File: src/rtl/omega_pkg.sv
// Shared constants and types for the omega network ingress framer.
// Slot geometry and packet layout live here so every port agrees.
package omega_pkg;

  localparam int N_PORTS    = 8;
  localparam int ADDR_W     = 3;
  localparam int PAYLOAD_W  = 8;
  localparam int FIFO_DEPTH = 4;
  localparam int GAP        = 1;

  localparam int SLOT_LEN = 1 + ADDR_W + PAYLOAD_W + GAP;
  localparam int CNT_W    = $clog2(SLOT_LEN);
  localparam int PTR_W    = $clog2(FIFO_DEPTH);

  typedef struct packed {
    logic [ADDR_W-1:0]    dest;
    logic [PAYLOAD_W-1:0] payload;
  } pkt_t;

  typedef logic [CNT_W-1:0] slot_t;

endpackage

File: src/rtl/omega_port_serializer.sv
// One ingress port: packet FIFO feeding a slot-wide shift register.
// The top of the shift register is the loaded flag on slot cycle 0.
module omega_port_serializer
  import omega_pkg::*;
(
  input  logic clk,
  input  logic rst_n,
  input  logic load_stb,
  input  logic bit_stb,
  input  logic push_valid,
  input  pkt_t push_pkt,
  output logic push_ready,
  output logic serial_out
);

  localparam logic [PTR_W:0] FULL_CNT = (PTR_W + 1)'(FIFO_DEPTH);

  pkt_t             mem [FIFO_DEPTH];
  logic [PTR_W-1:0] wr_ptr;
  logic [PTR_W-1:0] rd_ptr;
  logic [PTR_W:0]   count;
  logic [SLOT_LEN-1:0] frame_sr;

  logic empty;
  logic push;
  logic pop;

  assign empty      = (count == '0);
  assign push_ready = (count != FULL_CNT);
  assign push       = push_valid & push_ready;
  assign pop        = load_stb & ~empty;
  assign serial_out = frame_sr[SLOT_LEN-1];

  // Packet storage; contents are don't-care until pushed.
  always_ff @(posedge clk) begin
    if (push) mem[wr_ptr] <= push_pkt;
  end

  // FIFO pointers and occupancy.
  always_ff @(posedge clk or negedge rst_n) begin
    if (!rst_n) begin
      wr_ptr <= '0;
      rd_ptr <= '0;
      count  <= '0;
    end else begin
      if (push) wr_ptr <= wr_ptr + 1'b1;
      if (pop)  rd_ptr <= rd_ptr + 1'b1;
      unique case ({push, pop})
        2'b10:   count <= count + 1'b1;
        2'b01:   count <= count - 1'b1;
        default: count <= count;
      endcase
    end
  end

  // Load a whole frame at slot start, then shift it out MSB first.
  always_ff @(posedge clk or negedge rst_n) begin
    if (!rst_n) begin
      frame_sr <= '0;
    end else if (load_stb) begin
      if (empty) frame_sr <= '0;
      else       frame_sr <= {1'b1, mem[rd_ptr], {GAP{1'b0}}};
    end else if (bit_stb) begin
      frame_sr <= frame_sr << 1;
    end
  end

endmodule

File: src/rtl/omega_input_framer.sv
// Ingress framer: shared slot timing plus one serializer per port.
// All ports load on the same edge so routing bits stay column-aligned.
module omega_input_framer
  import omega_pkg::*;
(
  input  logic                          CLK,
  input  logic                          RST_N,
  input  logic [N_PORTS-1:0]            in_valid,
  output logic [N_PORTS-1:0]            in_ready,
  input  logic [N_PORTS*ADDR_W-1:0]     in_dest,
  input  logic [N_PORTS*PAYLOAD_W-1:0]  in_payload,
  output logic [N_PORTS-1:0]            OutDat,
  output logic                          frame_sync
);

  localparam slot_t LAST = slot_t'(SLOT_LEN - 1);

  slot_t slot_cnt;
  logic  slot_end;

  assign slot_end = (slot_cnt == LAST);

  // Slot counter; reset parks it on the last cycle so the first edge loads.
  always_ff @(posedge CLK or negedge RST_N) begin
    if (!RST_N) begin
      slot_cnt   <= LAST;
      frame_sync <= 1'b0;
    end else begin
      slot_cnt   <= slot_end ? '0 : slot_cnt + 1'b1;
      frame_sync <= slot_end;
    end
  end

  for (genvar i = 0; i < N_PORTS; i++) begin : g_port
    pkt_t pkt;

    assign pkt.dest    = in_dest[i*ADDR_W +: ADDR_W];
    assign pkt.payload = in_payload[i*PAYLOAD_W +: PAYLOAD_W];

    omega_port_serializer u_ser (
      .clk        (CLK),
      .rst_n      (RST_N),
      .load_stb   (slot_end),
      .bit_stb    (~slot_end),
      .push_valid (in_valid[i]),
      .push_pkt   (pkt),
      .push_ready (in_ready[i]),
      .serial_out (OutDat[i])
    );
  end

endmodule

File: config.mk
export PLATFORM = sky130hd
export DESIGN_NAME = omega_input_framer
export DESIGN_NICKNAME = d
export VERILOG_FILES = /design/src/rtl/omega_pkg.sv /design/src/rtl/omega_port_serializer.sv /design/src/rtl/omega_input_framer.sv
export SDC_FILE = /design/constraint.sdc
export NUM_CORES = 1
export LEC_CHECK = 0
export CORE_UTILIZATION = 30
export DETAILED_ROUTE_END_ITERATION = 7
export HOLD_SLACK_MARGIN = 0.15
export RECOVER_POWER = 25
export SYNTH_ARGS = -nofsm -noshare
export SYNTH_HDL_FRONTEND = slang
export SYNTH_SLANG_ARGS = --single-unit
File: constraint.sdc
create_clock -name CLK -period 2.5 [get_ports CLK]
set_input_delay 0.375 -clock CLK [delete_from_list [all_inputs] [get_ports CLK]]
set_output_delay 0.375 -clock CLK [all_outputs]
set_load 0.01 [all_outputs]
-- Word level (Yosys, flattened, before mapping)
Memory sizes are Yosys's and may differ from the RTL's.
Cells that the tools add are included.
- register bits: 165
- RAM bits: 352
- input bits: 98
- output and inout bits: 17
- memories kept: 8
- memories (name ; words ; bits a word ; read ports ; clocked after memory_dff ; write ports ; line ; RTL):
    g_port[0].u_ser.mem ; 4 ; 11 ; 1 ; 0 ; 1 ; omega_port_serializer.sv:18 ; pkt_t mem [FIFO_DEPTH];
    g_port[1].u_ser.mem ; 4 ; 11 ; 1 ; 0 ; 1 ; omega_port_serializer.sv:18 ;
    g_port[2].u_ser.mem ; 4 ; 11 ; 1 ; 0 ; 1 ; omega_port_serializer.sv:18 ;
    g_port[3].u_ser.mem ; 4 ; 11 ; 1 ; 0 ; 1 ; omega_port_serializer.sv:18 ;
    g_port[4].u_ser.mem ; 4 ; 11 ; 1 ; 0 ; 1 ; omega_port_serializer.sv:18 ;
    g_port[5].u_ser.mem ; 4 ; 11 ; 1 ; 0 ; 1 ; omega_port_serializer.sv:18 ;
    2 more memories ; - ; - ; - ; - ; - ; - ;
- add/sub/neg operators: 33
- equality and inequality tests: 25
- multiplexer cells: 41
- bitwise operators: 24
- reductions and logical operators: 16
- operator list (kind ; count):
    $mux W13 ; 16
    $pmux W3 S2 ; 8
    $add A2 B1 Y2 const B ; 16
    $add A3 B1 Y3 const B ; 8
    $logic_not A3 Y1 ; 8
    $ne A3 B3 Y1 const B ; 8
    $sub A3 B1 Y3 const B ; 8
    $and A1 B1 Y1 ; 16
    $eq A2 B1 Y1 const B ; 8
    $eq A2 B2 Y1 const B ; 8
    $mux W1 ; 16
    $reduce_bool A2 Y1 ; 8
    $not A1 Y1 ; 8
    $add A4 B1 Y4 const B ; 1
    $eq A4 B4 Y1 const B ; 1
    $mux W4 ; 1

-- Logic depth before layout (Yosys ltp)
Gate-level depths: netlist of run 1.
- word-level depth: 5
- depth in mapped cells: 12

-- Cells and area by module
Synthesis of run 1 repeated with hierarchy kept, for this count alone.
- cell total of the unflattened synthesis: 1253
- area, all modules: 20947.6 µm²
- modules (own cells, without submodules) (module ; instances ; cells each ; area each (µm²)):
    omega_port_serializer at g_port[1].u_ser ... ; 6 ; 154 ; 2590.0
    omega_port_serializer at g_port[0].u_ser ... ; 2 ; 155 ; 2590.0
    omega_input_framer ; 1 ; 19 ; 227.7

-- Worst setup path before layout of run 1
Ideal clock, no wire load.
- path type: reg-to-reg
- from: reg slot_cnt[0]
- to: reg g_port[3].u_ser.count[2]
- library setup time: 0.079 ns
- data arrival time: 2.193 ns
- data required time: 2.421 ns
- path slack: 0.228 ns
- stages on the path, launching flop included: 13
- clock period less this slack: 2.272 ns
- cells stage by stage: dfrtp_1 inv_1 ha_1 nand3_2 buf_6 nor2_4 buf_4 ha_1 inv_1 fa_1 xor2_1 nor2_1 xor2_1
- cells in the longest elaborated chain, start to end: 4
- RTL lines (what ; line ; RTL):
    start, declared ; omega_input_framer.sv:18 ; slot_t slot_cnt;
    start signal, assigned ; omega_input_framer.sv:29 ; slot_cnt <= slot_end ? '0 : slot_cnt + 1'b1;
    $eq A4 B4 Y1 * ; omega_input_framer.sv:21 ; assign slot_end = (slot_cnt == LAST);
    $and A1 B1 Y1 * ; omega_port_serializer.sv:31 ; assign pop = load_stb & ~empty;
    named net g_port[3].u_ser.pop ; omega_port_serializer.sv:26 ; logic pop;
    $eq A2 B1 Y1 or $eq A2 B2 Y1 (tied branches) ; omega_port_serializer.sv:48 ; unique case ({push, pop})
    $pmux W3 S2 or $reduce_bool A2 Y1 (tied branches) ; - ;
    end signal, assigned ; omega_port_serializer.sv:49 ; 2'b10: count <= count + 1'b1;
    end signal, assigned ; omega_port_serializer.sv:50 ; 2'b01: count <= count - 1'b1;
    end signal, assigned ; omega_port_serializer.sv:51 ; default: count <= count;
    end, declared ; omega_port_serializer.sv:21 ; logic [PTR_W:0] count;
The timed path passes the listed nets; every way through them passes the cells marked *.
A chain may end at the register's enable or synchronous reset.

-- Worst setup path in the final report of run 1
- from: reg g_port[0].u_ser.count[1]
- to: out in_ready[0]
- cells in the longest elaborated chain, start to end: 1
- RTL lines (what ; line ; RTL):
    start, declared ; omega_port_serializer.sv:21 ;
    start signal, assigned ; omega_port_serializer.sv:49 ;
    start signal, assigned ; omega_port_serializer.sv:50 ;
    start signal, assigned ; omega_port_serializer.sv:51 ;
    $ne A3 B3 Y1 ; omega_port_serializer.sv:29 ; assign push_ready = (count != FULL_CNT);
    end, declared ; omega_input_framer.sv:9 ; output logic [N_PORTS-1:0] in_ready,
Every way passes these cells.

==> summary.txt, run 1 <==
Timing
  • Final Max Tran Viols: 0
  • RSZ-0062 raised after global routing: no
  • Tcrit/Tclk final: 94.5%
  • Final Hold Fails: 0
  • Final-report setup violation count: 0
  • Clock Skew: 0.0356 ns
  • Slew @ Worst Pin: 0.849 ns
  • Total negative setup slack: 0 ns
  • Max Freq: 0.423 GHz
  • Slew headroom: around 43%
  • Minimum clock period: 2.36 ns

Logic synthesis
  • Number of enable flip-flop cells after synthesis: 352
  • Number of synthesized register bits: 509
  • Seq/Total Area, Yosys: between 70% and 80%
  • Mapped Avg Cell Area: around 20 um2
  • Commonest cells post-synth: edfxtp_1, dfrtp_1, a22o_1, mux4_2, inv_1
  • Most area-consuming cells after synthesis: edfxtp_1, dfrtp_1, mux4_2
  • Syn_nets: 1148
  • Synth Warn #: 0
  • Yosys cell types: 34
  • Mapped cell area: 19800 um2
  • Most frequent cell after synthesis: edfxtp_1
  • Area leader, netlist: edfxtp_1
  • Mapped Cells: 1000
  • Ys flop type: edfxtp_1
  • Area share of the largest cell type after synthesis: between 50 and 60%
  • FFs w/ async S/R, synth: 30.8%

Global routing
  • Largest net degree at the start of global routing: 53
  • First-pass GRT wire length: 57700 um
  • Vias in the first global route: 10200
  • Total gr overflow: 0
  • GRT Util Overall: between 10% and 20%
  • Initial antenna violation count: 7

Die
  • Die width: around 260 um
  • Die area: 67000 um2
  • Num rows: 93
  • Io pins: 115
  • CORE AREA: 64800 um2
  • Die height: 259 um
  • Initial Utilization: 30.5%

Power
  • Clk pwr share: 33.3%
  • Pwr dens: 1070 nW/um2
  • Int Power: 18.8 mW
  • Part of the power in registers: 46.9%
  • LEAKAGE: 9.04 nW
  • Switching portion of total power: about a quarter
  • Max VDD drop: 0.000574 V
  • Combinational Power Share: 19.8%
  • Psw: 6.76 mW

Hold path
  • Hold Path Class: in2async

Routing
  • Vias after detailed routing: 9218
  • Routed vias/inst: 4.48
  • Wire per inst: between 15 and 20 um
  • Post-Route WL: 36500 um
  • DRT Pass-1 Iters: 4
  • DRT iter0 DRCs: 431
  • Drt drc: 0
  • Routed Antenna Nets: 0

Place
  • Hpwl dp: 23200 um
  • GPL Wtd Cong: 0.694
  • Placed cell count: between 1500 and 2000
  • PortBufs: 114

Clock tree
  • Clock sinks: 509
  • CTS tree: yes
  • Num CTS Buffers: between 50 and 60
  • Clock buffer depth: 3
  • # H-tree levels: 2
  • Clk slew on worst S/H paths: 0.06 ns
  • Worst skew pair latency: 0.62 ns
  • Root buf cell: clkbuf_16
  • Postcts setup bufs: 0

Outcome
  • Status: complete, no violations

Setup path
  • Critical path peak fanout: 6
  • Worst Setup End Kind: output pin
  • Startpoint types: flip-flop
  • Worst Path Required: between 2 and 2.5 ns
  • Critical path arrival: between 1.5 and 2 ns
  • Crit Path Category: reg2out

Layout
  • Total Nets Final: around 1300
  • Multi-input logic area: about 4700 um2
  • Area Overhead vs Synth: 20.8%
  • Layout cells sized above 1: 20.0%
  • Final Non-Filler Cells: 2059
  • Register Area: 14500 um2
  • Fillers: 5870

Run
  • Max_cap viols: 0
-- worst max-delay path, cell delays in order, from the launching register on --
cell and delay [ns]:
dfrtp_1 0.41, or3b_4 0.44, clkdlybuf4s50_1 0.52
-- timing repair --
item                                    in CTS  in global routing
resized for setup                            0                  1
endpoints found under the hold margin      154                  0
hold buffers                                 1                  0
endpoints found under the setup margin       0                  1
-- stage by stage --
step	instance area [um2]	utilization, %	setup slack, ns	power, mW	hold WS [ns]
floorplan	19800	-	0.228	15.7	0.0794
global placement	22000	33.9	0.253	17.2	0.339
detailed placement	22000	33.9	0.155	17.4	0.344
CTS	23900	36.9	0.0143	26.1	0.240
global route	23900	36.9	0.0128	26.9	0.271
finish	23900	36.9	0.137	25.6	0.245
-- state kept, by name, summed over array words and instances (netlist names) --
signal                 flops
g_port.u_ser.frame_sr     96
g_port.u_ser.count        24
slot_cnt                   4
g_port.u_ser.mem         352
g_port.u_ser.wr_ptr       16
g_port.u_ser.rd_ptr       16
frame_sync                 1
-- metal layers --
layer  track usage, %  up-vias  wire length, um
met2             18.3      162            17700
met4             3.52        4              824
met1             14.6     4811            16200
met3             2.67       61             1740
li1                 -     4180                -
met5                0        -               22
-- layout make-up --
| cell class | count | share of cell area [%] |
|---|---|---|
| flip-flops and latches | 509 | 60.6 |
| multi-input cells | 388 | 19.8 |
| clock buffers | 73 | 6.28 |
| inverters | 52 | 0.816 |
| clock inverters | 29 | 1.85 |
| repair buffers | 151 | 6.12 |
| well taps | 855 | 4.47 |
| diodes | 2 | 0.0209 |
-- worst paths after layout --
kind,start,endpoint,slack (ns),cells past startpoint
min in group CLK,in_payload[28],g_port[3].u_ser.mem[2][4],0.43,1
setup reg to reg,slot_cnt[0],g_port[4].u_ser.count[2],0.17,11
max in group asynchronous,RST_N,slot_cnt[2],1.51,3
hold / removal,RST_N,g_port[0].u_ser.frame_sr[8],0.25,2
hold reg to reg,g_port[7].u_ser.frame_sr[11],g_port[7].u_ser.frame_sr[12],0.45,1
setup / recovery,g_port[0].u_ser.count[1],in_ready[0],0.14,2
-- power groups by stage --
stage	logic (mW)	registers, mW	clock network [mW]
final	5.07	12.0	8.52
after global routing	5.61	12.2	9.09
after CTS	5.26	12.0	8.79
after detailed placement	5.24	12.2	0
after global placement	5.15	12.1	0
after floorplan	4.11	11.6	0
-- kinds of logic after synthesis --
family,Yosys count,share of synthesized area (%)
compound gates,94,4.01
xor+xnor,49,2.17
fa+ha+maj,50,3.46
buf+inv,103,2.86
flops,509,73.2
mux,101,11.0
simple gates,94,3.23
-- layout by cell type (no fill, tap or decap), types with 7 or more instances in the layout --
cell type and n:
or3b_4 8, clkbuf_8 8, and2_4 8, bufinv_16 9, clkbuf_1 11, dlygate4sd3_1 69, clkbuf_16 54, dfrtp_1 155
and3_1 28, mux4_2 80, clkdlybuf4s50_1 44, a22o_1 80, and2_1 8, nor3b_1 7, buf_4 33, ha_1 42
clkinv_2 9, mux4_1 8, xor2_1 32, mux2_4 8, nor2_1 14, xnor2_1 17, nor3_1 8, inv_1 52
a21o_1 8, fa_1 8, edfxtp_1 352
Note: power is estimated with default switching activity, not from simulation.
==> run 2, diff against run 1 <==
--- a/config.mk
+++ b/config.mk
@@ -8,6 +8,7 @@
 export CORE_UTILIZATION = 30
 export DETAILED_ROUTE_END_ITERATION = 7
 export HOLD_SLACK_MARGIN = 0.15
+export PLACE_DENSITY_LB_ADDON = 0.1
 export RECOVER_POWER = 25
 export SYNTH_ARGS = -nofsm -noshare
 export SYNTH_HDL_FRONTEND = slang
==> summary.txt, run 2 (synthesis gave the netlist of run 1 again) <==
Layout
  • Most flop-heavy register: g_port.u_ser.mem
  • Layout cells sized above 1: 21.6% (+1.6 points)
  • Most common cell after layout, fill and taps aside: edfxtp_1
  • Largest regs: g_port.u_ser.mem (352), g_port.u_ser.frame_sr (96), g_port.u_ser.count (24)
  • Total Nets Final: 1328 (+1.8%)
  • Area Overhead vs Synth: 21.6%
  • Most frequent cells in the layout: edfxtp_1, dfrtp_1, mux4_2, a22o_1, dlygate4sd3_1
  • Max FFs per register: 352 (unchanged)

Setup path
  • Reg2reg setup slack: 0.19 ns (+0.02 ns)
  • Critical R2R Launch: slot_cnt[1]
  • Critical path arrival: 2.01 ns (+0.02 ns)
  • Crit Path Category: reg2out
  • Worst Setup End Kind: output pin
  • Startpoint types: flip-flop
  • Worst Path Required: 2.12 ns (about the same)
  • Slowest Stage Delay on Critical Path: 0.56 ns (+0.04 ns)
  • Critical path peak fanout: 6 (unchanged)
  • Crit-path cells: or3b_4, clkdlybuf4s50_1
  • Reg-to-reg endpoint: g_port[6].u_ser.count[2]
  • R2r worst-path depth: 11 (unchanged)
  • Bufs and invs on worst path: 1 (unchanged)
  • CP max-delay cell: clkdlybuf4s50_1
  • Crit-path leading delay family: buffers and inverters

Routing
  • Wire per inst: 18.5 um (+4.5%)
  • Routed Antenna Nets: 0 (unchanged)
  • DRT iter0 DRCs: 417 (-3.2%)
  • DRT Pass-1 Iters: 4 (unchanged)
  • Drt drc: 0 (unchanged)
  • Routed vias/inst: 4.46 (-0.31%)
  • Vias after detailed routing: 9297 (+0.86%)
  • Post-Route WL: 38600 um (+5.7%)

Place
  • GPL Wtd Cong: 0.678 (-2.2%)
  • PortBufs: 114 (unchanged)
  • Hpwl dp: 24100 um (+3.8%)

Run
  • Max_cap viols: 0 (unchanged)

Timing
  • Total negative setup slack: 0 ns (unchanged)
  • Final-report setup violation count: 0 (unchanged)
  • Slew headroom: 56.4% (+13 points)
  • Max Freq: 0.419 GHz (-1.1%)
  • Tcrit/Tclk final: 95.6% (+1.0 points)
  • Final Max Tran Viols: 0 (unchanged)
  • Minimum clock period: 2.39 ns (+0.0255 ns)
  • RSZ-0062 raised after global routing: no
  • Clock Skew: 0.0148 ns (-0.0208 ns)
  • Slew @ Worst Pin: 0.654 ns (-0.195 ns)
  • Final Hold Fails: 0 (unchanged)

Die
  • Die width: 259 um (unchanged)
  • Die height: 259 um (unchanged)
  • Num rows: 93 (unchanged)
  • Die area: 67000 um2 (unchanged)
  • CORE AREA: 64800 um2 (unchanged)
  • Initial Utilization: 30.5% (unchanged)
  • Io pins: 115 (unchanged)

Clock tree
  • Clock buffer depth: 3 (unchanged)
  • Clock sinks: 509 (unchanged)
  • Post-CTS Resized: 0 (unchanged)
  • Num CTS Buffers: 55 (+1.9%)
  • Clk slew on worst S/H paths: 0.06 ns (about the same)
  • CTS tree: yes
  • Worst skew pair latency: 0.60 ns (-0.02 ns)
  • # H-tree levels: 2 (unchanged)
  • Root buf cell: clkbuf_16

Global routing
  • Met3 Track Usage GR: 2.42% (-0.24 points)
  • First-pass GRT wire length: 60800 um (+5.3%)
  • GRT Util Overall: 11.8% (+0.68 points)
  • Vias in the first global route: 10300 (+1.1%)
  • Initial antenna violation count: 4 (-3)
  • Global Route met1 Usage: 15.4% (+0.82 points)
  • Largest net degree at the start of global routing: 56 (+5.7%)
  • Met2 usage: 19.7% (+1.5 points)
  • Total gr overflow: 0 (unchanged)
  • Grt peak-use layer: met2

Power
  • LEAKAGE: 9.16 nW (+1.4%)
  • Max VDD drop: 0.000509 V (-11%)
  • Final Total Pwr: 25.7 mW (+0.64%)
  • Pwr dens: 1070 nW/um2 (about the same)

Outcome
  • Status: complete, no violations

Hold path
  • Hold Path Class: in2async
-- run 2: per-layer routing --
| metal | routed length (um) | up-vias |
|---|---|---|
| met1 | 17400 | 4857 |
| met5 | 0 | - |
| met2 | 19000 | 152 |
| li1 | - | 4232 |
| met4 | 848 | 0 |
| met3 | 1430 | 56 |
-- run 2: layout make-up --
type,instances,area [um2]
timing repair buffer,174,1670
tap,855,1070
fill,5993,40700
antenna,1,2.50
sequential,509,14500
clock inverter,33,418
clock buffer,71,1480
inverter,52,195
multi-input combinational,388,4740
-- run 2: how the worst max path moves through the flow --
stage | endpoint | slack, ns | depth (start not counted) | startpoint
floorplan | g_port[3].u_ser.count[2] | 0.23 | 12 | slot_cnt[0]
global placement | g_port[1].u_ser.count[2] | 0.1 | 11 | slot_cnt[1]
detailed placement | g_port[0].u_ser.count[2] | 0.01 | 11 | slot_cnt[1]
CTS | g_port[0].u_ser.count[2] | 0.01 | 11 | slot_cnt[1]
global route | g_port[5].u_ser.count[2] | 0.02 | 11 | slot_cnt[1]
finish | in_ready[2] | 0.11 | 2 | g_port[2].u_ser.count[0]
-- run 2: where the power goes --
| part | switching [mW] | internal (mW) |
|---|---|---|
| combinational | 2.42 | 2.87 |
| clock | 3.35 | 5.11 |
| sequential | 1.09 | 10.9 |
-- run 2: stage by stage --
step	worst slack, ns	instances	hold slack, ns	util, %	area (um2)
2_1_floorplan	0.228	1000	0.0794	-	19800
3_3_place_gp	0.0974	1975	0.343	34.2	22100
3_5_place_dp	0.0133	1975	0.345	34.2	22100
4_1_cts	0.0132	2080	0.243	37.1	24000
5_1_grt	0.0189	2082	0.243	37.1	24100
6_report	0.111	2083	0.260	37.1	24100
-- run 2: what timing repair did --
action / 4_1_cts / 5_1_grt
hold buffers: 1 / 0
setup buffers: 0 / 2
endpoints found under the setup margin: 0 / 8
endpoints found under the hold margin: 139 / 0
